===== src/rtl/commit_trace_fifo.sv =====
//------------------------------------------------------------------------------
// Module  : commit_trace_fifo
// Brief   : W-stage commit record capture FIFO with retire counting, overflow,
//           backpressure and ebreak-driven drain/halt toward a debug host.
//           Optional PC-continuity checker: define COMMIT_TRACE_PC_CHECK_EN.
// Revision: 1.0 - initial release
//------------------------------------------------------------------------------
`default_nettype none

module commit_trace_fifo #(
    parameter int DEPTH     = 8,
    parameter int AFULL_LVL = 2
) (
    input  logic        clk,
    input  logic        rst,
    input  logic        in_commit,
    input  logic [63:0] in_pre_pc,
    input  logic [31:0] in_instr,
    input  logic [63:0] in_pc,
    output logic        in_stall,
    output logic        out_valid,
    input  logic        out_ready,
    output logic [63:0] out_pre_pc,
    output logic [31:0] out_instr,
    output logic [63:0] out_pc,
    output logic [63:0] retire_cnt,
    output logic        overflow,
    output logic        halted,
    output logic        pc_err,
    output logic [63:0] pc_err_pc
);

    localparam int              AW         = $clog2(DEPTH);
    localparam int              CW         = AW + 1;
    localparam int              RW         = 160;
    localparam logic [CW-1:0]   DEPTH_C    = CW'(DEPTH);
    localparam logic [CW-1:0]   AFULL_C    = CW'(AFULL_LVL);
    localparam logic [31:0]     EBREAK     = 32'h0010_0073;

    localparam logic [1:0]      ST_RUN     = 2'd0;
    localparam logic [1:0]      ST_DRAIN   = 2'd1;
    localparam logic [1:0]      ST_HALTED  = 2'd2;

    logic [RW-1:0]  mem [DEPTH];
    logic [AW-1:0]  wr_ptr;
    logic [AW-1:0]  rd_ptr;
    logic [CW-1:0]  count;
    logic [CW-1:0]  count_next;
    logic [1:0]     state;
    logic [1:0]     state_next;

    logic           in_run;
    logic           push_req;
    logic           pop;
    logic           push;
    logic           drop;
    logic [RW-1:0]  head;

    assign in_run   = (state == ST_RUN);
    assign push_req = in_commit && in_run;
    assign pop      = (count != '0) && out_ready;
    // A full FIFO still accepts a record when the head leaves on the same edge.
    assign push     = push_req && ((count < DEPTH_C) || pop);
    assign drop     = push_req && !push;

    always_comb begin
        count_next = count;
        case ({push, pop})
            2'b10:   count_next = count + CW'(1);
            2'b01:   count_next = count - CW'(1);
            default: count_next = count;
        endcase
    end

    // Storage carries no reset; validity is tracked solely by count.
    always_ff @(posedge clk) begin
        if (push) begin
            mem[wr_ptr] <= {in_pre_pc, in_instr, in_pc};
        end
    end

    always_ff @(posedge clk) begin
        if (rst) begin
            wr_ptr     <= '0;
            rd_ptr     <= '0;
            count      <= '0;
            retire_cnt <= '0;
            overflow   <= 1'b0;
        end else begin
            if (push) begin
                wr_ptr <= wr_ptr + AW'(1);
            end
            if (pop) begin
                rd_ptr <= rd_ptr + AW'(1);
            end
            count      <= count_next;
            retire_cnt <= retire_cnt + 64'(push_req);
            if (drop) begin
                overflow <= 1'b1;
            end
        end
    end

    always_ff @(posedge clk) begin
        if (rst) begin
            state <= ST_RUN;
        end else begin
            state <= state_next;
        end
    end

    always_comb begin
        state_next = state;
        case (state)
            ST_RUN: begin
                if (push_req && (in_instr == EBREAK)) begin
                    state_next = ST_DRAIN;
                end
            end
            ST_DRAIN: begin
                if (count_next == '0) begin
                    state_next = ST_HALTED;
                end
            end
            ST_HALTED: state_next = ST_HALTED;
            default:   state_next = ST_RUN;
        endcase
    end

    always_comb begin
        halted   = (state == ST_HALTED);
        in_stall = (state != ST_HALTED) && ((DEPTH_C - count) <= AFULL_C);
    end

    // Empty FIFO presents zeros so outputs are defined straight out of reset.
    assign out_valid = (count != '0);
    assign head      = out_valid ? mem[rd_ptr] : '0;
    assign out_pre_pc = head[159:96];
    assign out_instr  = head[95:64];
    assign out_pc     = head[63:0];

`ifdef COMMIT_TRACE_PC_CHECK_EN
    logic [63:0] last_pc;
    logic        seen_first;

    always_ff @(posedge clk) begin
        if (rst) begin
            last_pc    <= '0;
            seen_first <= 1'b0;
            pc_err     <= 1'b0;
            pc_err_pc  <= '0;
        end else if (push_req) begin
            last_pc    <= in_pc;
            seen_first <= 1'b1;
            if (seen_first && (in_pre_pc != last_pc) && !pc_err) begin
                pc_err    <= 1'b1;
                pc_err_pc <= in_pre_pc;
            end
        end
    end
`else
    assign pc_err    = 1'b0;
    assign pc_err_pc = '0;
`endif

endmodule

`default_nettype wire


===== config.mk =====
export PLATFORM = sky130hd
export DESIGN_NAME = commit_trace_fifo
export DESIGN_NICKNAME = d
export VERILOG_FILES = /design/src/rtl/commit_trace_fifo.sv
export SDC_FILE = /design/constraint.sdc
export NUM_CORES = 1
export LEC_CHECK = 0
export BUFFER_PORTS_ARGS = -buffer_cell sky130_fd_sc_hd__buf_2
export CORE_UTILIZATION = 55
export CTS_CLUSTER_DIAMETER = 150
export DETAILED_ROUTE_END_ITERATION = 10
export HOLD_SLACK_MARGIN = 0.02
export PLACE_DENSITY = 0.74
export SETUP_SLACK_MARGIN = 0.1
export SLEW_MARGIN = 10
export SYNTH_ARGS = -nofsm -noshare
export SYNTH_HDL_FRONTEND = slang
export SYNTH_SLANG_ARGS = --single-unit

===== constraint.sdc =====
create_clock -name clk -period 19.28 [get_ports clk]
set_input_delay 1.928 -clock clk [delete_from_list [all_inputs] [get_ports clk]]
set_output_delay 1.928 -clock clk [all_outputs]
set_load 0.01 [all_outputs]

### Yosys cells after proc, flatten, opt, wreduce, memory -nomap -nowiden

Memories as Yosys holds them, arrays and structs flattened. A register that Yosys moved wholly into a read port is not among the register bits.
Index checks and enable logic that the tools add are counted.

| storage, ports and cells | value |
|---|---|
| register bits after elaboration | 77 |
| memory bits (writable) | 1280 |
| input port bits | 164 |
| output and inout bits | 293 |
| memories kept | 1 |

Memory list:

| memory | words | bits a word | read ports | clocked after Yosys merged registers in | wr ports | line | source |
|---|---|---|---|---|---|---|---|
| mem | 8 | 160 | 1 | 1 | 1 | 44 | `logic [RW-1:0] mem [DEPTH];` |

| cells by class | value |
|---|---|
| $add $sub $neg | 6 |
| magnitude comparators | 2 |
| equal/unequal tests | 8 |
| muxes and demuxes | 9 |
| reduce and logical (&&, ||, !) cells | 12 |

Operators with widths:

| kind | number |
|---|---|
| $mux W160 | 1 |
| $add A64 B1 Y64 | 1 |
| $eq A32 B21 Y1 const B | 1 |
| $pmux W4 S2 | 1 |
| $add A3 B1 Y3 const B | 2 |
| $logic_and A1 B1 Y1 | 6 |
| $mux W3 | 2 |
| $pmux W2 S3 | 1 |
| $add A4 B1 Y4 const B | 1 |
| $eq A2 B1 Y1 const B | 2 |
| $eq A2 B2 Y1 const B | 2 |
| $le A4 B2 Y1 const B | 1 |
| $logic_not A4 Y1 | 1 |
| $lt A4 B4 Y1 const B | 1 |
| $mux W2 | 2 |
| $ne A2 B2 Y1 const B | 2 |
| $reduce_bool A4 Y1 | 1 |
| $sub A4 B1 Y4 const B | 1 |
| $sub A4 B4 Y4 const A | 1 |
| $logic_not A2 Y1 | 1 |
| $mux W1 | 2 |
| $ne A2 B1 Y1 const B | 1 |
| $reduce_and A2 Y1 | 1 |
| $logic_not A1 Y1 | 1 |
| $logic_or A1 B1 Y1 | 1 |

### Logic depth before layout (Yosys ltp)

Gate-level depths: netlist of run 1.

| depth | value |
|---|---|
| depth in word-level cells | 9 |
| mapped depth | 14 |
| gate-level depth less buffers | 14 |

### Least setup slack after synthesis of run 1

Ideal clock, no wire load.

| path | value |
|---|---|
| path type | in2reg |
| start point | in out_ready |
| end point | mem mem[0][0] (enable) |
| data arrival time | 13427 ps |
| slack | 4977 ps |
| stages | 4 |
| cells stage by stage | clkbuf_1 nor2_1 or3_1 nor3_1 |

| on the way | value |
|---|---|
| longest elaborated chain between the ends | 5 |

Ends and longest elaborated chain:

| item | line | source |
|---|---|---|
| start: declaration | 22 | `input logic out_ready,` |
| $logic_and A1 B1 Y1 | 61 | `assign pop = (count != '0) && out_ready;` |
| $logic_or A1 B1 Y1 | 63 | `assign push = push_req && ((count < DEPTH_C) \|\| pop);` |
| $logic_and A1 B1 Y1 | 63 |  |
| $mux W1 | 77 | `if (push) begin` |
| $mux W1 (not written as such) | 78 | `mem[wr_ptr] <= {in_pre_pc, in_instr, in_pc};` |
| end: declaration | 44 |  |

Every way passes these cells.

==> results of run 1 <==
-- layout make-up --
type / count / area, µm² / area share (%)
Sequential cell: 1360 / 40000 / 66.4
Multi-Input combinational cell: 1043 / 11900 / 19.7
Clock buffer: 171 / 3660 / 6.07
Timing Repair Buffer: 429 / 2320 / 3.84
Tap cell: 1265 / 1580 / 2.62
Clock inverter: 78 / 774 / 1.28
Inverter: 14 / 52.6 / 0.0871
Antenna cell: 10 / 25.0 / 0.0415
-- layer usage --
metal	global-route usage, %	vias up
li1	-	11100
met1	29.9	13500
met2	39.3	918
met3	5.84	212
met4	7.33	28
met5	0	-
-- power breakdown --
group	leakage, nW	switching [mW]	total (mW)	internal (mW)
Sequential	12.3	0.0523	3.38	3.33
Clock	2.15	1.10	2.60	1.51
Combinational	5.24	0.848	1.42	0.569
Total	19.7	2.00	7.40	5.40
-- through the flow --
step	instances	hold slack, ps	cell area [µm²]	setup WS, ps
2_1_floorplan	2605	454	52900	4980
3_3_place_gp	4111	453	55900	12630
3_5_place_dp	4111	468	55900	12510
4_1_cts	4360	485	60300	11710
5_1_grt	4367	508	60300	11410
6_report	4370	477	60400	11990
-- worst min path at each step --
stage / startpoint / end / slack (ps) / cells past startpoint
finish: overflow / overflow / 480 / 2
detailed placement: overflow / overflow / 470 / 2
floorplan: rd_ptr[1] / flip-flop / 450 / 2
CTS: overflow / overflow / 490 / 2
global placement: rd_ptr[1] / flip-flop / 450 / 2
global route: overflow / overflow / 510 / 2
-- registers in the layout (all words and copies together) (netlist names), named ones only --
name        flops
mem          1280
rd_ptr          3
count           4
overflow        1
wr_ptr          3
state           2
retire_cnt     64
-- logic make-up after synthesis --
group                      Yosys count  synth area share (%)
xor gates and xnor gates            61                  1.02
muxes                              485                  16.8
buffers and inverters              202                  1.91
other                                1               0.00712
adders and majority gates           13                 0.323
and+or+nand+nor                    393                  3.54
AOI/OAI and AO/OA                   26                 0.302
DFF                               1360                  76.1
-- layout by cell type (no fill, tap or decap), types with 4 or more instances in the layout --
cell type / instances
dfxtp_1: 77
clkinv_1: 30
nor3_1: 5
nand2_1: 21
nor4b_1: 5
clkinv_8: 6
a21oi_1: 11
and3_1: 12
xor2_1: 44
bufinv_16: 11
inv_16: 4
or3_1: 6
buf_2: 391
nand3_1: 24
and4_1: 8
buf_4: 32
clkinvlp_4: 6
diode_2: 10
nand2b_1: 8
edfxtp_1: 1280
mux4_2: 320
clkbuf_16: 141
ha_1: 12
buf_12: 6
nand4_1: 28
inv_1: 14
nor2_4: 7
conb_1: 65
nor2b_1: 5
o21ai_0: 7
clkinv_2: 20
clkbuf_1: 28
xnor2_1: 17
nor2_1: 236
mux2i_1: 165
and2_1: 6
-- worst min-delay path: stages, from the launching register on --
cell,delay (ps)
dfxtp_1,330
a21oi_1,40
nor2_1,70
==> flow_metrics.env, run 1 <==
export IMPL_synth_most_common_cell="edfxtp_1"
export IMPL_ios=457
export IMPL_grt_max_degree=136
export IMPL_yosys_warnings=0
export IMPL_fp_dieArea_um2=96900
export IMPL_slowest_delay_ps=1060
export IMPL_synthFlopType="edfxtp_1"
export IMPL_worstSkewPairLatency_ps=740
export IMPL_synth_avg_cell_area_um2=20.7
export IMPL_maxSlewHeadroom_pct=23.9
export IMPL_ff2ff_path_depth=8
export IMPL_drtPass1Iterations=5
export IMPL_vias=25700
export IMPL_cap_violations=0
export IMPL_wl_per_cell_um=25.6
export IMPL_postCtsSetupRepairBufs=0
export IMPL_powerDensity_nw_per_um2=123
export IMPL_cts_htree_levels=4
export IMPL_rsz0062_at_grt="no"
export IMPL_row_count=113
export IMPL_ys_seq_elements=1360
export IMPL_hold_path_class="reg -> reg"
export IMPL_finClkSkew_ps=33.1
export IMPL_max_freq_mhz=137
export IMPL_die_w_um=311
export IMPL_cts_tree="built"
export IMPL_fin_crit_sh_pct=37.8
export IMPL_fin_nets=3163
export IMPL_ys_types=47
export IMPL_grt_pass1_wl_um=168000
export IMPL_drv_slew=0
export IMPL_synth_top_area_cell="edfxtp_1"
export IMPL_area_growth_pct=14.7
export IMPL_worstMarginPinSlew_ps=1140
export IMPL_grt_pass1_vias=27300
export IMPL_viasPerCell=5.89
export IMPL_timing_rr_start="state[0]"
export IMPL_synth_edff_count=1280
export IMPL_worst_ep_arrival_time_ps=5370
export IMPL_yosysSeqAreaShare_pct=76.1
export IMPL_cts_buffers=138
export IMPL_hold_viol=0
export IMPL_synth_area_um2=52600
export IMPL_crit_family="buffers and inverters"
export IMPL_port_buffers=391
export IMPL_async_flop_share_pct=0
export IMPL_drc_errors=0
export IMPL_setup_tns_ps=0
export IMPL_met3_length_um=8500
export IMPL_ant_nets=0
export IMPL_topRoutingLayerUsed="met5"
export IMPL_crit_required_ps=17350
export IMPL_cts_buffer_depth=3
export IMPL_cts_resized=0
export IMPL_met2WireLength_um=57500
export IMPL_syn_inst=2541
export IMPL_rr_endpoint="mem[3][114]"
export IMPL_crit_buf_inv=4
export IMPL_drtIter0Drc=2222
export IMPL_synth_common_cells="edfxtp_1, mux4_2, nor2_1, mux2i_1, dfxtp_1"
export IMPL_wl_met1_um=42900
export IMPL_gp_congestion=0.816
export IMPL_clockRootBuffer="clkbuf_16"
export IMPL_cpMostUsedCell="buf_4"
export IMPL_finalCriticalPeriod_ps=7290
export IMPL_end_kind="output port"
export IMPL_drive_gt1_share_pct=31.0
export IMPL_startpoint_type="flip-flop"
export IMPL_cts_sinks=1360
export IMPL_track_usage_pct=23.3
export IMPL_antenna_found_initial=28
export IMPL_core_region_area_um2=94900
export IMPL_finalPower_mw=7.40
export IMPL_crit_chain="buf_4, buf_4, buf_4, mux4_2, mux2i_1, nor2_1, buf_2"
export IMPL_slowest_stage="dfxtp_4"
export IMPL_vdd_drop_max_v=0.000120
export IMPL_ys_top_cells_by_area="edfxtp_1, mux4_2, mux2i_1"
export IMPL_synth_top_cell_area_share_pct=73.0
export IMPL_cp_depth=7
export IMPL_reg2reg_slack_ps=14630
export IMPL_clk_pin_slew_worst_paths_ps=60
export IMPL_setup_viol=0
export IMPL_holdBufCountCts=0
export IMPL_power_leakage_nw=19.7
export IMPL_critPathMaxFanout=51
export IMPL_crit_end="out_pre_pc[47]"
export IMPL_overflow=0
export IMPL_status="finished clean"
export IMPL_hpwl_um=60500
export IMPL_critPathKind="reg -> out"
export IMPL_final_core_util_pct=63.6
export IMPL_drt_total_wl_um=112000
export IMPL_die_h_um=311
export IMPL_nFillCells=6368
export IMPL_initial_utilization_pct=55.5
Note: power is estimated with default switching activity, not from simulation.
==> run 2: changes to the inputs <==
--- a/config.mk
+++ b/config.mk
@@ -5,12 +5,13 @@
 export SDC_FILE = /design/constraint.sdc
 export NUM_CORES = 1
 export LEC_CHECK = 0
+export ABC_AREA = 1
 export BUFFER_PORTS_ARGS = -buffer_cell sky130_fd_sc_hd__buf_2
-export CORE_UTILIZATION = 55
+export CORE_UTILIZATION = 54
 export CTS_CLUSTER_DIAMETER = 150
 export DETAILED_ROUTE_END_ITERATION = 10
 export HOLD_SLACK_MARGIN = 0.02
-export PLACE_DENSITY = 0.74
+export PLACE_DENSITY = 0.76
 export SETUP_SLACK_MARGIN = 0.1
 export SLEW_MARGIN = 10
 export SYNTH_ARGS = -nofsm -noshare
==> constraint.sdc (replaced) <==
create_clock -name clk -period 6.3 [get_ports clk]
set_input_delay 0.63 -clock clk [delete_from_list [all_inputs] [get_ports clk]]
set_output_delay 0.63 -clock clk [all_outputs]
set_load 0.01 [all_outputs]
==> flow_metrics.env, run 2 <==
export IMPL_status="finished clean"
export IMPL_grt_max_degree=233
export IMPL_core_region_area_um2=100000
export IMPL_row_count=116
export IMPL_timing_rr_start="state[0]"
export IMPL_ys_top_cells_by_area="edfxtp_1, nor2_1, o21ai_0"
export IMPL_rsz0062_at_grt="no"
export IMPL_synth_avg_cell_area_um2=12.3
export IMPL_cts_buffers=138
export IMPL_port_buffers=391
export IMPL_reg_top3="mem x1280, retire_cnt x64, count x4"
export IMPL_cpMostUsedCell="o21ai_0"
export IMPL_end_kind="output port"
export IMPL_setup_tns_ps=0
export IMPL_holdWs_ps=141
export IMPL_drc_errors=0
export IMPL_cap_violations=0
export IMPL_die_w_um=320
export IMPL_grt_pass1_vias=33800
export IMPL_largest_register="mem"
export IMPL_crit_family="buffers and inverters"
export IMPL_p_seq_share_pct=41.2
export IMPL_yosysSeqAreaShare_pct=73.5
export IMPL_synth_most_common_cell="edfxtp_1"
export IMPL_cts_sinks=1360
export IMPL_clockRootBuffer="clkbuf_16"
export IMPL_clk_pin_slew_worst_paths_ps=60
export IMPL_async_flop_share_pct=0
export IMPL_track_usage_pct=24.5
export IMPL_overflow=0
export IMPL_synth_edff_count=1280
export IMPL_setup_viol=0
export IMPL_synth_compound_area_share_pct=11.8
export IMPL_drive_gt1_share_pct=14.4
export IMPL_fp_dieArea_um2=102000
export IMPL_hold_start="in_pre_pc[4]"
export IMPL_synth_common_cells="edfxtp_1, nor2_1, o21ai_0, clkbuf_1, a31oi_1"
export IMPL_crit_required_ps=5670
export IMPL_initial_utilization_pct=54.5
export IMPL_hold_path_class="in -> reg"
export IMPL_slowest_delay_ps=800
export IMPL_ys_types=50
export IMPL_ys_seq_elements=1360
export IMPL_cts_resized=0
export IMPL_critPathKind="reg -> out"
export IMPL_yosys_warnings=0
export IMPL_crit_buf_inv=3
export IMPL_worstSkewPairLatency_ps=750
export IMPL_postCtsSetupRepairBufs=0
export IMPL_drt_total_wl_um=127000
export IMPL_vdd_drop_max_v=0.000460
export IMPL_synthMuxAreaShare_pct=0
export IMPL_antenna_found_initial=33
export IMPL_wl_per_cell_um=20.7
export IMPL_place_ws_ps=2430
export IMPL_yosys_area_share_simple_pct=10.5
export IMPL_worst_ep_arrival_time_ps=4130
export IMPL_startpoint_type="flip-flop"
export IMPL_p_comb_share_pct=29.1
export IMPL_worstMarginPinSlew_ps=1180
export IMPL_synth_area_um2=54500
export IMPL_gp_congestion=0.954
export IMPL_drv_slew=0
export IMPL_synthFlopType="edfxtp_1"
export IMPL_viasPerCell=5.79
export IMPL_maxSlewHeadroom_pct=21.2
export IMPL_dpl_cell_count=5868
export IMPL_cts_buffer_depth=3
export IMPL_power_leakage_nw=21.0
export IMPL_hpwl_um=64500
export IMPL_p_sw_share_pct=33.9
export IMPL_crit_chain="buf_12, buf_4, o21ai_0, o22ai_1, o21ai_0, a31oi_1, buf_2"
export IMPL_ant_nets=0
export IMPL_vias=35600
export IMPL_powerDensity_nw_per_um2=429
export IMPL_synth_xor_area_share_pct=0.113
export IMPL_power_frac_clock_pct=29.7
export IMPL_intPower_mw=17.5
export IMPL_cts_htree_levels=4
export IMPL_most_common_layout_cells="edfxtp_1, nor2_1, o21ai_0"
export IMPL_syn_inst=4419
export IMPL_critPathMaxFanout=186
export IMPL_synth_top_family_by_area="compound AO/OA/AOI/OAI gates"
export IMPL_ios=457
export IMPL_mostFrequentLayoutCell="edfxtp_1"
export IMPL_synth_fa_ha_area_share_pct=0.312
export IMPL_final_cells=6142
export IMPL_cts_tree="built"
export IMPL_die_h_um=320
export IMPL_finClkSkew_ps=20.3
export IMPL_synth_top_cell_area_share_pct=70.5
export IMPL_setup_ws_ps=1540
export IMPL_largest_reg_flops=1280
export IMPL_max_freq_mhz=210
export IMPL_synth_top_area_cell="edfxtp_1"
export IMPL_drtPass1Iterations=6
export IMPL_holdBufCountCts=0
export IMPL_finalCriticalPeriod_ps=4760
export IMPL_area_growth_pct=13.4
export IMPL_hold_viol=0
export IMPL_drtIter0Drc=3521
export IMPL_fin_nets=4887
export IMPL_slowest_stage="buf_4"
export IMPL_grt_pass1_wl_um=193000
export IMPL_switching_power_mw=8.99
export IMPL_fin_crit_sh_pct=75.5
-- run 2: metal layers --
layer  part of all wire (%)  vias up  global-route usage (%)
met1                     40    17200                    31.7
met3                    8.0      297                    5.33
met4                    3.5       26                    11.1
li1                       -    16600                       -
met2                     48     1489                    39.9
met5                   0.14        -                       0
-- run 2: cell families after synthesis --
group           after synthesis
compound gates             1203
xor+xnor                      7
fa+ha+maj                    13
buf+inv                     448
flops                      1360
other cells                   1
simple gates               1387
-- run 2: final cells by class --
| cell class | count | area, µm² |
|---|---|---|
| repair buffers | 425 | 2490 |
| well taps | 1298 | 1620 |
| clock inverters | 85 | 790 |
| clock buffers | 167 | 3590 |
| fillers | 7347 | 38200 |
| diodes | 22 | 55.1 |
| multi-input cells | 2675 | 12800 |
| flip-flops and latches | 1360 | 40000 |
| inverters | 110 | 444 |
-- run 2: path summary, 6_finish.rpt --
| path | slack, ps | end | cells after the start |
|---|---|---|---|
| min | 140 | mem[0][100] | 1 |
| max | 1540 | out_pc[2] | 7 |
| max reg2reg | 2930 | mem[4][23] | 8 |
| min reg2reg | 470 | flip-flop | 2 |
-- run 2: metrics by stage --
stage          power, mW  instance area, µm²  utilization (%)
6_report            26.5               61800             61.8
5_1_grt             27.8               61800             61.8
4_1_cts             26.6               61700             61.7
3_5_place_dp        18.7               57400             57.4
3_3_place_gp        18.6               57400             57.4
2_1_floorplan       16.1               54700                -
-- run 2: power by group through the flow --
stage / Clock, mW / Sequential, mW / Combinational [mW]
2_1_floorplan: 0 / 11.1 / 4.98
3_3_place_gp: 0 / 11.1 / 7.51
3_5_place_dp: 0 / 11.1 / 7.65
4_1_cts: 8.00 / 10.9 / 7.71
5_1_grt: 8.36 / 11.0 / 8.46
6_report: 7.88 / 10.9 / 7.71
-- run 2: worst register-to-register path, delay by kind of cell, from the launching register on --
kind	cells	cell delay, ps
buf+inv	3	1460
simple gates	3	690
flops	1	330
compound gates	1	340
fa+ha+maj	1	170
